**src/rtl/bcd_pkg.sv**
```systemverilog
// ---------------------------------------------------------------------------
// bcd_pkg
//   Shared types and constants for the sequential binary-to-BCD converter.
//   state_t     : converter FSM states
//   ADJ_THRESH  : digit value at/above which the +3 correction applies
//   ADJ_ADD     : correction added to a digit before each shift
//   BCD_DIG_W   : bits per BCD digit
//   min_digits(): smallest digit count able to hold 2^bin_w - 1
// ---------------------------------------------------------------------------
package bcd_pkg;

   typedef enum logic [1:0] {
      IDLE = 2'd0,
      CONV = 2'd1,
      DONE = 2'd2
   } state_t;

   localparam logic [3:0] ADJ_THRESH = 4'd5;
   localparam logic [3:0] ADJ_ADD    = 4'd3;
   localparam int         BCD_DIG_W  = 4;

   // Number of decimal digits in the largest unsigned value of bin_w bits.
   function automatic int min_digits(input int bin_w);
      longint v;
      int     d;
      v = (longint'(1) << bin_w) - 1;
      d = 0;
      while (v > 0) begin
         d = d + 1;
         v = v / 10;
      end
      if (d == 0) d = 1;
      return d;
   endfunction

endpackage

```
**src/rtl/bcd_digit_adj.sv**
```systemverilog
// ---------------------------------------------------------------------------
// bcd_digit_adj
//   Combinational double-dabble correction for one BCD digit: values of 5
//   or more get +3 so the following left shift carries into the next digit.
//   din  : digit before correction
//   dout : corrected digit (4-bit wrap; never overflows for legal digits)
// ---------------------------------------------------------------------------
module bcd_digit_adj
   import bcd_pkg::*;
(
   input  logic [3:0] din,
   output logic [3:0] dout
);

   assign dout = (din >= ADJ_THRESH) ? din + ADJ_ADD : din;

endmodule

```
**src/rtl/bcd_conv_seq.sv**
```systemverilog
// ---------------------------------------------------------------------------
// bcd_conv_seq
//   Multi-cycle binary-to-BCD converter (shift-and-add-3), one binary bit
//   per enabled clock, with valid/ready handshakes on both sides.
//   clk, rst_n : clock, async active-low reset
//   g_n        : active-low enable; high pauses CONV and blanks bcd_out
//   in_valid / in_ready / bin_in    : operand handshake
//   out_valid / out_ready / bcd_out : result handshake, digit 0 in [3:0]
//   busy       : high while converting or holding a result
// ---------------------------------------------------------------------------
module bcd_conv_seq
   import bcd_pkg::*;
#(
   parameter int BIN_W  = 8,
   parameter int DIGITS = 3
) (
   input  logic                        clk,
   input  logic                        rst_n,
   input  logic                        g_n,
   input  logic                        in_valid,
   output logic                        in_ready,
   input  logic [BIN_W-1:0]            bin_in,
   output logic                        out_valid,
   input  logic                        out_ready,
   output logic [BCD_DIG_W*DIGITS-1:0] bcd_out,
   output logic                        busy
);

   localparam int ACC_W = BCD_DIG_W * DIGITS;
   localparam int CNT_W = $clog2(BIN_W + 1);

   if (BIN_W < 4 || BIN_W > 16) begin : g_bad_width
      $error("bcd_conv_seq: BIN_W=%0d outside 4..16", BIN_W);
   end
   if (DIGITS < min_digits(BIN_W)) begin : g_bad_digits
      $error("bcd_conv_seq: DIGITS=%0d too small for BIN_W=%0d", DIGITS, BIN_W);
   end

   state_t             state;
   logic [BIN_W-1:0]   bin_reg;
   logic [ACC_W-1:0]   acc;
   logic [ACC_W-1:0]   result;
   logic [CNT_W-1:0]   cnt;
   logic [ACC_W-1:0]   adj_acc;
   logic [ACC_W-1:0]   next_acc;

   for (genvar d = 0; d < DIGITS; d++) begin : g_adj
      bcd_digit_adj u_adj (
         .din  (acc[d*BCD_DIG_W +: BCD_DIG_W]),
         .dout (adj_acc[d*BCD_DIG_W +: BCD_DIG_W])
      );
   end

   // Corrected digits shifted left one place, binary MSB entering bit 0.
   // The dropped top bit is always zero for a legal DIGITS.
   assign next_acc = ACC_W'({adj_acc, bin_reg[BIN_W-1]});

   always_ff @(posedge clk or negedge rst_n) begin
      if (!rst_n) begin
         state   <= IDLE;
         bin_reg <= '0;
         acc     <= '0;
         result  <= '0;
         cnt     <= '0;
      end else begin
         case (state)
            IDLE: if (in_valid) begin
               bin_reg <= bin_in;
               acc     <= '0;
               cnt     <= CNT_W'(BIN_W);
               state   <= CONV;
            end
            CONV: if (!g_n) begin
               acc     <= next_acc;
               bin_reg <= bin_reg << 1;
               cnt     <= cnt - 1'b1;
               if (cnt == CNT_W'(1)) begin
                  result <= next_acc;
                  state  <= DONE;
               end
            end
            DONE: if (out_ready) state <= IDLE;
            default: state <= IDLE;
         endcase
      end
   end

   assign in_ready  = (state == IDLE);
   assign out_valid = (state == DONE);
   assign busy      = (state != IDLE);

   // Blanking overrides everything; otherwise show the live result in DONE
   // and the last completed result elsewhere.
   always_comb begin
      bcd_out = result;
      if (g_n)                bcd_out = '1;
      else if (state == DONE) bcd_out = acc;
   end

endmodule
```
**config.mk**
```make
export PLATFORM = sky130hd
export DESIGN_NAME = bcd_conv_seq
export DESIGN_NICKNAME = d
export VERILOG_FILES = /design/src/rtl/bcd_pkg.sv /design/src/rtl/bcd_digit_adj.sv /design/src/rtl/bcd_conv_seq.sv
export SDC_FILE = /design/constraint.sdc
export NUM_CORES = 1
export LEC_CHECK = 0
export CAP_MARGIN = 30
export CORE_MARGIN = 2
export CORE_UTILIZATION = 45
export DETAILED_ROUTE_END_ITERATION = 10
export GPL_TIMING_DRIVEN = 0
export PLACE_DENSITY = 0.67
export SYNTH_ARGS = -nofsm -noshare
export SYNTH_HDL_FRONTEND = slang
export SYNTH_HIERARCHICAL = 1
export SYNTH_SLANG_ARGS = --single-unit
```
**constraint.sdc**
```tcl
create_clock -name clk -period 2.3 [get_ports clk]
set_input_delay 0.69 -clock clk [delete_from_list [all_inputs] [get_ports clk]]
set_output_delay 0.69 -clock clk [all_outputs]
set_load 0.01 [all_outputs]
```
; ---- Word level (Yosys, flattened, before mapping)
; Cells that the tools add are included.
[word_totals]
ff_bits = 38
latchBits = 0
mem_bits_rw = 0
romBits = 0
wordCells = 45
n_memories = 0
[classes]
addsub = 4
mul = 0
n_div = 0
magnitude_cmp = 3
eq_ne = 7
shifts = 0
mux = 19
bitwise_logic = 1
reduce_logical = 6
[ops]
columns = cell, count
row1 = two-way mux 12 bit, 4
row2 = one-hot mux 12 bit (2 select lines), 1
row3 = two-way mux 4 bit, 4
row4 = two-way mux 8 bit, 2
row5 = one-hot mux 8 bit (2 select lines), 1
row6 = ">= comparator 4 x 3 -> 1 bit, second input constant", 3
row7 = "adder 4 x 2 -> 4 bit, second input constant", 2
row8 = two-way mux 2 bit, 4
row9 = one-hot mux 4 bit (2 select lines), 1
row10 = "!= test 2 bit, second input constant", 3
row11 = one-hot mux 2 bit (3 select lines), 1
row12 = AND reduction 3 bit, 2
row13 = "equality test 4 x 1 -> 1 bit, second input constant", 1
row14 = AND reduction 4 bit, 1
row15 = nonzero test 2 bit, 2
row16 = "subtractor 4 x 1 -> 4 bit, second input constant", 1
row17 = "adder 3 x 2 -> 3 bit, second input constant", 1
row18 = two-way mux 3 bit, 1
row19 = "equality test 2 x 1 -> 1 bit, second input constant", 1
row20 = "equality test 2 bit, second input constant", 1
row21 = zero test 2 bit, 1
row22 = "!= test 2 x 1 -> 1 bit, second input constant", 1
row23 = inverter 1 bit, 1

; ---- Longest topological paths before layout
; Gate-level depths: netlist (run 1).
[logic_depth]
ltp_word = 4
depth_mapped = 7

; ---- By module
; Netlist (run 1), hierarchy kept.
[modules_own_cells]
columns = module, instances, cells_per_inst, area_per_inst_um2, seq_area_each_um2
row1 = bcd_conv_seq, 1, 170, 2019.4, 950.9
row2 = bcd_digit_adj, 3, 16, 101.3, 0.0

; ---- Worst setup path after synthesis (run 1)
; OpenSTA, ideal clock, no wires.
[synth_path]
kind = input-to-output
startpoint = input port g_n
endpoint = output port bcd_out[10]
arrival_ps = 1307
t_required_ps = 1610
setup_slack_ps = 303
stages = 3
path_cell_list = buf_2 clkbuf_1 a211o_1
[synth_via]
elab_chain_cells = 1
[synth_lines]
columns = item, line_no
row1 = "start, declared", bcd_conv_seq.sv:19  ; input logic g_n,
row2 = two-way mux 12 bit, bcd_conv_seq.sv:96  ; if (g_n) bcd_out = '1;
row3 = "end, declared", bcd_conv_seq.sv:25  ; output logic [BCD_DIG_W*DIGITS-1:0] bcd_out,
; No other way between the ends.

; ---- Worst setup path after layout (run 1)
[layout_path]
startpoint = register state[0]
endpoint = output port bcd_out[11]
[layout_via]
elab_chain_cells = 3
[layout_lines]
columns = item, line_no
row1 = "start, declared", bcd_conv_seq.sv:39  ; state_t state;
row2 = "start signal, assigned", bcd_conv_seq.sv:60  ; state <= IDLE;
row3 = "start signal, assigned", bcd_conv_seq.sv:71  ; state <= CONV;
row4 = "start signal, assigned", bcd_conv_seq.sv:79  ; state <= DONE;
row5 = equality test 2 bit, bcd_conv_seq.sv:97  ; else if (state == DONE) bcd_out = acc;
row6 = two-way mux 12 bit, bcd_conv_seq.sv:97
row7 = two-way mux 12 bit, bcd_conv_seq.sv:96
; No other way between the ends.

==> run_results.csv, run 1 <==
group,metric,value,unit
status,status,"complete, no violations",
layout,fillers,452,
pwr,power.density,1220,nW/um^2
worst_hold_path,holdPathEnd,"bin_reg[1]",
worst_setup_path,cp_max_fo,4,
die,die_area,5710,sq um
clock_tree,htree_num_levels,2,
pwr,peakVddDrop,0.606,mV
routing,drc,0,
global_route,track_usage,0.183,
die,core,5010,sq um
sta,fin_hold_ws,0.495,ns
synth,syn-instance-count,214,
global_route,gr-total-overflow,0,
sta,tightest_slew,0.858,ns
job,cap_violations,0,
layout,mostFrequentLayoutCells,"37 x dfrtp_1, 25 x nand2_1, 23 x inv_1, 17 x mux2_2, 15 x mux2i_1",
routing,drtAntennaViolNets,0,
synth,syn_area_per_cell,10.8,sq um
sta,maxSlewViolCount,0,
clock_tree,clockRootBuffer,"clkbuf_8",
die,initial_core_util,0.460,
sta,finalCritPeriodShare,0.984,
worst_setup_path,critPathKind,"reg2out",
layout,final_util,0.554,
place,io_buffers,27,
clock_tree,cts.sinks,38,
worst_setup_path,cpMaxStageDelayCell,"dfrtp_2",
clock_tree,cts_hold_buf,0,
worst_setup_path,path_cells,"nor2b_4, buf_4, nor2b_1, a211o_1, clkdlybuf4s15_2",
layout,layout-drive-gt1-share,0.289,
sta,fin_setup_tns,0,ns
worst_setup_path,r2r_cells,6,
global_route,antenna_found_initial,0,
sta,relSlewSlack,0.428,
die,die_h,75.5,um
routing,drt_pass1_iterations,4,
routing,drt_iter0_drc,79,
worst_setup_path,crit_buf_inv,2,
routing,wire_per_inst,14.2,um
worst_setup_path,cp-start-kind,"flip-flop",
global_route,grt_pass1_vias,1671,
layout,mostFrequentLayoutCell,"dfrtp_1",
global_route,grt_util_met1,0.245,
sta,max_freq,442,MHz
clock_tree,clockBufferDepth,2,
sta,setup_viol,0,
synth,syn-cell-area,2300,sq um
synth,ys_warn_count,6,
global_route,grtUsageMet2,0.305,
synth,syn_nets,235,
routing,avgViaCountPerCell,4.96,
layout,antenna_cells,0,
global_route,use_met3,0.0384,
worst_hold_path,hold_start,"bin_reg[1]",
clock_tree,clock_latency,0.29,ns
sta,worst_slack,0.0364,ns
worst_setup_path,critPathTopFamily,"flip-flops",
pwr,clockPowerShare,0.145,
sta,finClkSkew,0.00613,ns
worst_setup_path,r2r-end,"bin_reg[3]",
worst_setup_path,required,1.61,ns
place,gp_congestion,0.727,
clock_tree,cts_buffers,5,
layout,syn_to_final_growth,20.4,%
layout,fin_nets,276,
die,die_w,75.5,um
worst_hold_path,hold_class,"reg2reg",
pwr,pwr-share-comb,0.496,
global_route,grt_pass1_wl,7.88,mm
pwr,p_int,2.10,mW
global_route,busiest_layer,"met2",
worst_setup_path,max_stage_delay,0.44,ns
sta,fin_crit,2.26,ns
place,place_hpwl,3.01,mm
die,pin_count,28,
pwr,p_leak,1.41,nW
worst_setup_path,ff2ff_setup_slack,0.52,ns
die,row_count,26,
clock_tree,clk_pin_slew_worst_paths,0.08,ns
pwr,p_seq_frac,0.358,
global_route,grt_start_max_net_pins,39,
clock_tree,cts_tree,"done",
sta,rsz0062_at_grt,"true",
routing,vias,1618,
sta,finalHoldViolations,0,
worst_setup_path,end_kind,"output pin",
worst_setup_path,timing.rr.start,"state[1]",
pwr,p_sw,1.29,mW
place,post-place-ws,-1.07,ns
worst_hold_path,whs_path_depth,1,
routing,wl,4.64,mm
pwr,netSwitchingFraction,0.380,
worst_setup_path,arrival,1.57,ns
timing repair:
action	4_1_cts	5_1_grt
resized for setup	65	2
setup buffers	9	0
endpoints found under the setup margin	13	13
pin swaps	4	1
gates cloned	1	0
worst max-delay path by stage:
stage / start / slack, ns / endpoint / cells past startpoint
global route: state[0] / -0.02 / bcd_out[10] / 5
finish: state[0] / 0.04 / bcd_out[11] / 5
global placement: g_n / -1.05 / bcd_out[1] / 5
CTS: state[0] / -0.02 / bcd_out[11] / 6
detailed placement: g_n / -1.07 / bcd_out[10] / 5
floorplan: g_n / 0.30 / bcd_out[10] / 3
metrics by stage:
| step | cells | area, sq um | power (mW) |
|---|---|---|---|
| after global placement | 311 | 2660 | 2.89 |
| after CTS | 329 | 2800 | 3.43 |
| after global routing | 326 | 2770 | 3.70 |
| after floorplan | 214 | 2300 | 2.51 |
| after detailed placement | 311 | 2660 | 2.95 |
| final | 326 | 2770 | 3.39 |
area by class of cell:
class                           instances  area, sq um  share of cell area
Timing Repair Buffer                   36          278               0.100
Buffer                                  8         90.1              0.0325
Clock inverter                          2         12.5             0.00451
Tap cell                               70         87.6              0.0316
Sequential cell                        38          952               0.343
Inverter                               23         86.3              0.0311
Clock buffer                            6         82.6              0.0298
Multi-Input combinational cell        143         1180               0.427
metal layers:
| layer | vias to the layer above | share of wire |
|---|---|---|
| li1 | 803 | - |
| met1 | 789 | 0.47 |
| met2 | 19 | 0.49 |
| met3 | 7 | 0.027 |
| met4 | 0 | 0.013 |
| met5 | - | 0 |
power by group through the flow:
stage               logic (mW)  registers, mW  clock network, mW
detailed placement        1.73           1.22                  0
CTS                       1.72           1.21              0.496
finish                    1.68           1.21              0.492
global placement          1.68           1.21                  0
global route              1.90           1.26              0.533
floorplan                 1.36           1.15                  0
No activity file was read; power rests on OpenSTA's default activity.
==> inputs of run 2 (changes only) <==
HOLD_SLACK_MARGIN = 0.12   (was unset)
==> results of run 2 <==
Same layout as run 1: the final DEF is identical, and so are final timing and power.
==> inputs of run 3 (changes only) <==
CORE_MARGIN = unset   (was 2)
==> run_results.csv, run 3 (synthesized netlist as in run 1, its figures left out) <==
group,metric,value,unit
status,status,"complete, no violations",
routing,drt_iter0_drc,69,
layout,fillers,457,
routing,vias,1617,
global_route,grt_start_max_net_pins,39,
pwr,peakVddDrop,0.528,mV
global_route,grt_pass1_vias,1694,
die,core,4820,sq um
worst_setup_path,crit_buf_inv,3,
layout,layout-drive-gt1-share,0.291,
pwr,finalPower,3.61,mW
worst_setup_path,timing.rr.start,"state[1]",
die,initial_core_util,0.478,
worst_setup_path,path_cells,"nor2b_4, buf_6, buf_8, a211o_1, buf_2",
worst_setup_path,startpoint,"state[1]",
worst_hold_path,hold_class,"in2async",
layout,fin_nets,278,
layout,final_util,0.587,
worst_setup_path,r2r-end,"bin_reg[5]",
global_route,track_usage,0.198,
sta,finalHoldViolations,0,
place,dp_cells,308,
sta,setup_viol,0,
place,io_buffers,27,
worst_setup_path,max_stage_delay,0.41,ns
layout,syn_to_final_growth,22.8,%
layout,final_cells,325,
global_route,grt_pass1_wl,8.02,mm
worst_setup_path,crit_end,"bcd_out[4]",
routing,avgViaCountPerCell,4.98,
clock_tree,clk_pin_slew_worst_paths,0.07,ns
sta,finalCritPeriodShare,0.980,
clock_tree,clock_latency,0.30,ns
worst_setup_path,crit_cells,5,
sta,maxSlewViolCount,0,
worst_setup_path,cp_max_fo,10,
sta,tightest_slew,0.858,ns
place,place_hpwl,3.00,mm
layout,mostFrequentLayoutCell,"dfrtp_1",
die,pin_count,28,
routing,drc,0,
clock_tree,clockRootBuffer,"clkbuf_8",
clock_tree,clockBufferDepth,2,
place,gp_congestion,0.736,
pwr,p_leak,1.45,nW
worst_setup_path,cp-start-kind,"flip-flop",
sta,rsz0062_at_grt,"false",
die,row_count,25,
routing,drt_pass1_iterations,4,
routing,wire_per_inst,13.9,um
worst_setup_path,critPathTopFamily,"flip-flops",
sta,fin_setup_tns,0,ns
clock_tree,cts_buffers,5,
worst_setup_path,critPathKind,"reg2out",
worst_setup_path,required,1.61,ns
pwr,power.density,1270,nW/um^2
global_route,gr-total-overflow,0,
clock_tree,cts_tree,"done",
clock_tree,cts_hold_buf,0,
die,die_area,5410,sq um
worst_setup_path,r2r_cells,6,
layout,antenna_cells,0,
clock_tree,cts.sinks,38,
sta,finClkSkew,0.00829,ns
die,die_h,73.5,um
job,cap_violations,0,
sta,relSlewSlack,0.428,
routing,drtAntennaViolNets,0,
die,die_w,73.5,um
sta,fin_crit,2.25,ns
worst_setup_path,end_kind,"output pin",
worst_setup_path,ff2ff_setup_slack,0.48,ns
sta,max_freq,444,MHz
worst_setup_path,arrival,1.56,ns
layout,mostFrequentLayoutCells,"38 x dfrtp_1, 25 x nand2_1, 23 x inv_1, 17 x mux2_2, 15 x mux2i_1",
clock_tree,htree_num_levels,2,
global_route,antenna_found_initial,0,
worst_setup_path,cpMaxStageDelayCell,"dfrtp_1",
routing,wl,4.53,mm
sta,fin_hold_ws,0.497,ns
-- run 3: area by class of cell --
type,count,area (sq um),area share
Buffer,8,90.1,0.0318
Clock buffer,6,82.6,0.0292
Clock inverter,2,60.1,0.0212
Inverter,23,86.3,0.0305
Multi-Input combinational cell,143,1180,0.419
Sequential cell,38,951,0.336
Tap cell,67,83.8,0.0296
Timing Repair Buffer,38,290,0.103
-- run 3: how the worst min path moves through the flow --
stage                 end  depth (start not counted)  slack [ns]  startpoint
5_1_grt        bin_reg[1]                          1        0.52  bin_reg[1]
4_1_cts        bin_reg[1]                          1        0.50  bin_reg[1]
2_1_floorplan      acc[0]                          0        0.39       rst_n
3_5_place_dp   bin_reg[1]                          1        0.48  bin_reg[1]
3_3_place_gp   bin_reg[1]                          1        0.48  bin_reg[1]
6_report       bin_reg[5]                          1        0.50       rst_n
-- run 3: per-stage QoR --
| stage | area (sq um) | worst slack, ns |
|---|---|---|
| 2_1_floorplan | 2300 | 0.303 |
| 3_3_place_gp | 2660 | -1.03 |
| 3_5_place_dp | 2650 | -1.04 |
| 4_1_cts | 2860 | -0.0204 |
| 5_1_grt | 2830 | 0.00696 |
| 6_report | 2830 | 0.0454 |
-- run 3: what timing repair did --
action	CTS	global route
cloned	1	0
pin swaps	3	1
gates resized for setup	65	2
setup endpoints to repair	13	13
endpoints found under the hold margin	0	0
setup buffers	10	1
-- run 3: worst reg2reg max path: cells and delay by family, from the launching register on --
family        cells  cell delay [ns]
mux               2             0.60
buf+inv           3             0.50
flops             1             0.41
simple gates      1             0.19
-- run 3: per-layer routing --
metal	GRT usage	part of all wire	routed length (um)
met3	0.0425	0.024	110
met5	0	0	0
met4	0.0620	0.013	59
met1	0.260	0.47	2140
met2	0.325	0.49	2220
-- run 3: report_power, final --
group / internal [mW] / switching (mW)
registers: 0.954 / 0.258
clock network: 0.463 / 0.243
logic: 0.919 / 0.769
